## config.mk

```make
export PLATFORM = sky130hd
export DESIGN_NAME = log2_unit
export DESIGN_NICKNAME = d
export VERILOG_FILES = /design/src/rtl/log2_pkg.sv /design/src/rtl/log2_unit_lod64.sv /design/src/rtl/log2_unit.sv
export SDC_FILE = /design/constraint.sdc
export NUM_CORES = 2
export LEC_CHECK = 0
export CELL_PAD_IN_SITES_DETAIL_PLACEMENT = 1
export CELL_PAD_IN_SITES_GLOBAL_PLACEMENT = 1
export CORE_ASPECT_RATIO = 1.1
export CORE_UTILIZATION = 51
export CTS_CLUSTER_DIAMETER = 120
export DETAILED_ROUTE_END_ITERATION = 7
export DONT_BUFFER_PORTS = 1
export HOLD_SLACK_MARGIN = 0.05
export PLACE_DENSITY_LB_ADDON = 0.1
export SYNTH_ARGS = -nofsm -noshare
export SYNTH_HDL_FRONTEND = slang
export SYNTH_SLANG_ARGS = --single-unit
```

## constraint.sdc

```tcl
create_clock -name clk -period 13.3 [get_ports clk]
set_input_delay 2.66 -clock clk [delete_from_list [all_inputs] [get_ports clk]]
set_output_delay 2.66 -clock clk [all_outputs]
set_load 0.02 [all_outputs]
```

## src/rtl/log2_pkg.sv

```systemverilog
// Shared constants for log2_unit: Q formats, segment count, and the chord LUT for log2(1+f).
// Each segment's line passes through the curve at both ends. B[0] is 0, so exact powers of two give exact results.
package log2_pkg;

  localparam int W_IN         = 64;
  localparam int Q_IN         = 16;
  localparam int W_OUT        = 32;
  localparam int Q_OUT        = 22;
  localparam int NUM_SEGMENTS = 8;

  typedef logic [2:0] seg_t;

  // Slopes and intercepts in Q10.22 over the full fraction f (not segment-local).
  localparam logic [W_OUT-1:0] LUT_K [NUM_SEGMENTS] = '{
    32'd5701737, 32'd5100377, 32'd4613853, 32'd4212117,
    32'd3874772, 32'd3587479, 32'd3339863, 32'd3124233
  };

  localparam logic [W_OUT-1:0] LUT_B [NUM_SEGMENTS] = '{
    32'd0,       32'd75170,   32'd196801,  32'd347452,
    32'd516124,  32'd695683,  32'd881395,  32'd1070071
  };

endpackage

```

## src/rtl/log2_unit_lod64.sv

```systemverilog
// Combinational leading-one detector for a 63-bit vector.
// Returns the index of the highest set bit and a flag for an all-zero input.
module lod64 (
  input  logic [62:0] in_vec,
  output logic [5:0]  pos,
  output logic        zero
);

  always_comb begin
    pos = '0;
    for (int i = 0; i < 63; i++) begin
      if (in_vec[i]) pos = 6'(i);
    end
    zero = ~|in_vec;
  end

endmodule

```

## src/rtl/log2_unit.sv

```systemverilog
// Three-stage log2 pipeline: Q48.16 in, Q10.22 out, valid/ready with a single global advance.
// Build option LOG2_ROUND_EN: when defined, the normalized fraction is rounded to nearest instead of truncated.
import log2_pkg::*;

module log2_unit (
  input  logic              clk,
  input  logic              rst,
  input  logic              in_valid,
  output logic              in_ready,
  input  logic [W_IN-1:0]   in_x,
  output logic              out_valid,
  input  logic              out_ready,
  output logic [W_OUT-1:0]  out_log2,
  output logic              out_err
);

  logic              advance;

  logic              s1_valid_q, s1_valid_d;
  logic [W_IN-1:0]   s1_x_q,     s1_x_d;
  logic [5:0]        s1_p_q,     s1_p_d;
  logic              s1_err_q,   s1_err_d;

  logic              s2_valid_q, s2_valid_d;
  logic [7:0]        s2_ip_q,    s2_ip_d;
  logic [Q_OUT-1:0]  s2_f_q,     s2_f_d;
  logic              s2_err_q,   s2_err_d;

  logic              s3_valid_q, s3_valid_d;
  logic [W_OUT-1:0]  s3_log2_q,  s3_log2_d;
  logic              s3_err_q,   s3_err_d;

  logic [5:0]        lod_pos;
  logic              lod_zero;
  logic [5:0]        shamt;
  logic [W_IN-1:0]   m;
  logic [Q_OUT-1:0]  f_trunc;
  logic              unused_m;
  seg_t              seg;
  logic signed [53:0] prod;
  logic [W_OUT-1:0]  ip_ext;

  assign advance   = !s3_valid_q | out_ready;
  assign in_ready  = advance;
  assign out_valid = s3_valid_q;
  assign out_log2  = s3_log2_q;
  assign out_err   = s3_err_q;

  lod64 u_lod (
    .in_vec (in_x[62:0]),
    .pos    (lod_pos),
    .zero   (lod_zero)
  );

  // Leading one lands on bit 62, so the 22 bits below it are the fraction.
  assign shamt    = 6'd62 - s1_p_q;
  assign m        = s1_x_q << shamt;
  assign f_trunc  = m[61:40];
  assign unused_m = ^{m[63:62], m[39:0]};

  assign seg    = s2_f_q[Q_OUT-1 -: 3];
  assign prod   = $signed({22'b0, LUT_K[seg]}) * $signed({32'b0, s2_f_q});
  assign ip_ext = {{24{s2_ip_q[7]}}, s2_ip_q};

  always_comb begin
    s1_valid_d = s1_valid_q;
    s1_x_d     = s1_x_q;
    s1_p_d     = s1_p_q;
    s1_err_d   = s1_err_q;
    s2_valid_d = s2_valid_q;
    s2_ip_d    = s2_ip_q;
    s2_f_d     = s2_f_q;
    s2_err_d   = s2_err_q;
    s3_valid_d = s3_valid_q;
    s3_log2_d  = s3_log2_q;
    s3_err_d   = s3_err_q;

    if (advance) begin
      s1_valid_d = in_valid;
      s1_x_d     = in_x;
      s1_p_d     = lod_pos;
      s1_err_d   = in_x[W_IN-1] | lod_zero;

      s2_valid_d = s1_valid_q;
      s2_ip_d    = 8'(s1_p_q) - 8'(Q_IN);
      s2_err_d   = s1_err_q;
`ifdef LOG2_ROUND_EN
      if (m[39]) s2_f_d = (&f_trunc) ? '1 : f_trunc + 22'd1;
      else       s2_f_d = f_trunc;
`else
      s2_f_d     = f_trunc;
`endif

      s3_valid_d = s2_valid_q;
      s3_err_d   = s2_err_q;
      if (s2_err_q) s3_log2_d = 32'h8000_0000;
      else          s3_log2_d = (ip_ext << Q_OUT) + 32'(prod >>> Q_OUT) + LUT_B[seg];
    end
  end

  always_ff @(posedge clk) begin
    if (rst) begin
      s1_valid_q <= 1'b0;
      s1_x_q     <= '0;
      s1_p_q     <= '0;
      s1_err_q   <= 1'b0;
      s2_valid_q <= 1'b0;
      s2_ip_q    <= '0;
      s2_f_q     <= '0;
      s2_err_q   <= 1'b0;
      s3_valid_q <= 1'b0;
      s3_log2_q  <= '0;
      s3_err_q   <= 1'b0;
    end else begin
      s1_valid_q <= s1_valid_d;
      s1_x_q     <= s1_x_d;
      s1_p_q     <= s1_p_d;
      s1_err_q   <= s1_err_d;
      s2_valid_q <= s2_valid_d;
      s2_ip_q    <= s2_ip_d;
      s2_f_q     <= s2_f_d;
      s2_err_q   <= s2_err_d;
      s3_valid_q <= s3_valid_d;
      s3_log2_q  <= s3_log2_d;
      s3_err_q   <= s3_err_d;
    end
  end

endmodule
```

==> results.json <==
{
  "grt_remaining_overflow": 0,
  "grt_pass1_vias": 23900,
  "dominant_combinational_cell_family_by_area_after_synthesis": "adder cells",
  "final_layout_size_suffix_gt1_frac": 0.0579,
  "drc_errors": 0,
  "synth_cell_type_count": 72,
  "rows": 84,
  "timing.hold.ws_ns": 0.455,
  "crit_fanout": 22,
  "synthFlopType": "dfxtp_1",
  "critical_path.startpoint_type": "register",
  "post-route-min-period_ns": 12.51,
  "cts_root_buffer": "clkbuf_16",
  "final.setup.tns_ns": 0,
  "detail-route-antenna-nets": 0,
  "layout_common_cells": "nand2_1, inv_1, fa_1, ha_1, a21oi_1",
  "synthMuxAreaShare": 0.0589,
  "cp_slowest_cell": "ha_1",
  "tritoncts_num_sinks": 135,
  "finClkSkew_ns": 0.0124,
  "die_area_sq_um": 50200,
  "drt_wl_total_mm": 85.2,
  "chipHeight_um": 235,
  "cp.arrival_ns": 12.84,
  "syn_to_layout_area_delta_pct": 4.99,
  "cts_setup_buffers": 0,
  "cts-buffers-inserted": 17,
  "cts_tree": "built",
  "synth_compound_gate_area_share": 0.112,
  "ioPinCount": 103,
  "critical-path-top-cell-by-count": "fa_1",
  "yosys.area_share.xor_xnor": 0.0171,
  "number_of_failing_hold_endpoints_at_the_final_stage": 0,
  "critical-path-max-stage-delay_ns": 0.77,
  "timing.critical_path.required_ns": 13.63,
  "grt_setup_unrepaired": "no",
  "fp.dieW_um": 214,
  "clkLatencyLatePin_ns": 0.44,
  "synthAdderAreaFrac": 0.422,
  "clkSlewWorstSetupHoldPaths_ns": 0.06,
  "layout_commonest_cell": "nand2_1",
  "dp_worst_setup_slack_ns": 1.02,
  "gate_count_post_synth": 3054,
  "final-setup-viol-count": 0,
  "critical_path.endpoint_type": "register",
  "cts_hold_repair.buffers": 0,
  "maxSlewViolCount": 0,
  "maxSlewHeadroom": 0.151,
  "drt_iter0_markers": 1341,
  "via_count": 21500,
  "timing.fmax_mhz": 80.0,
  "hold_path.class": "reg -> reg",
  "synth_simple_gate_area_share": 0.182,
  "routed_via_density": 5.94,
  "dp.final_hpwl_mm": 66.8,
  "period_share": 0.940,
  "dr.pass1.iters": 5,
  "grt_pass1_wl_mm": 135,
  "initial_utilization": 0.521,
  "postSynthRegisterBits": 135,
  "post_cts_resize_count": 0,
  "grt_antenna_before_repair": 1,
  "gr-usage-all-layers": 0.353,
  "max-cap-violations": 0,
  "wl_per_cell_um": 23.6,
  "synth_seq_area_share": 0.108,
  "htree_levels": 4,
  "cts-root-to-sink-buffers": 2,
  "netlist_area_sq_um": 25100,
  "avg_cell_area_syn_sq_um": 8.23,
  "io_buffer_count": 0,
  "end_of_flow_core_utilization": 0.547,
  "core_sq_um": 48200,
  "final_critical_path_setup_slack_ns": 0.793,
  "layout.nets": 3633,
  "async_flop_share": 0,
  "status": "complete, no violations",
  "path_class": "reg -> reg",
  "grt_max_degree": 125,
  "num_antenna_cells": 0,
  "synth.yosys.warnings": 0,
  "count_of_flip_flops_with_a_built_in_enable_after_synthesis": 0,
  "timing_worst_slew_pin_value_ns": 1.27,
  "routabilityCongestion": 0.913
}
[stage by stage]
stage | instance area, sq um | cells
finish | 26400 | 3616
global route | 26400 | 3616
CTS | 26400 | 3616
detailed placement | 25800 | 3584
global placement | 25800 | 3584
floorplan | 25100 | 3059
[cell families after synthesis]
| family | Yosys count |
|---|---|
| AOI/OAI and AO/OA | 446 |
| other | 2 |
| xor gates and xnor gates | 49 |
| and+or+nand+nor | 1046 |
| muxes | 102 |
| buffers and inverters | 667 |
| DFF | 135 |
| adders and majority gates | 607 |
[per-layer routing]
layer,vias to the layer above,GRT usage,routed length [um]
li1,9524,-,-
met1,11000,0.441,34000
met2,740,0.601,42100
met3,210,0.0553,5430
met4,2,0.150,3690
met5,-,0,9
[cells in the mapped netlist (32+ instances only)]
library cell / count / area, sq um
ha_1: 205 / 2560
mux4_2: 35 / 788
a21oi_1: 187 / 936
nand2_1: 610 / 2290
a211oi_1: 38 / 285
nand3_1: 35 / 175
o21ai_0: 64 / 320
nor2_1: 155 / 582
clkbuf_1: 150 / 563
inv_1: 487 / 1830
and2_1: 101 / 632
mux2i_1: 51 / 510
dfxtp_1: 135 / 2700
xnor2_1: 32 / 280
fa_1: 402 / 8050
[area by class of cell]
type	count	area (sq um)
Fill cell	5850	21900
Multi-Input combinational cell	2257	20000
Sequential cell	135	2710
Inverter	491	1840
Tap cell	645	807
Clock buffer	20	467
Timing Repair Buffer	56	420
Clock inverter	12	116
[worst max-delay path, delay by kind of cell (launching register included)]
family | cells | cell delay (ns)
fa+ha+maj | 10 | 4.81
compound gates | 14 | 4.06
simple gates | 8 | 2.63
buf+inv | 6 | 0.34
flops | 1 | 0.33
xor+xnor | 2 | 0.24
[state kept, by name, summed over array words and instances, names as in the netlist]
| signal | flops |
|---|---|
| s2_f_q | 22 |
| out_valid | 1 |
| s1_x_q | 62 |
| s2_err_q | 1 |
| out_log2 | 32 |
| out_err | 1 |
| s2_valid_q | 1 |
| s1_valid_q | 1 |
| s1_err_q | 1 |
| s2_ip_q | 7 |
| s1_p_q | 6 |
[final timing paths]
kind              slack [ns]            to  cells past startpoint        from
hold reg to reg         0.45    s2_valid_q                      2  s2_valid_q
hold / removal          0.45    s2_valid_q                      2  s2_valid_q
setup / recovery        0.79  out_log2[26]                     40  s2_f_q[19]
setup reg to reg        0.79  out_log2[26]                     40  s2_f_q[19]
Power is left out: the tool's default activity adds up to more than one toggle a clock period on the data nets, which glitch-free logic cannot reach.
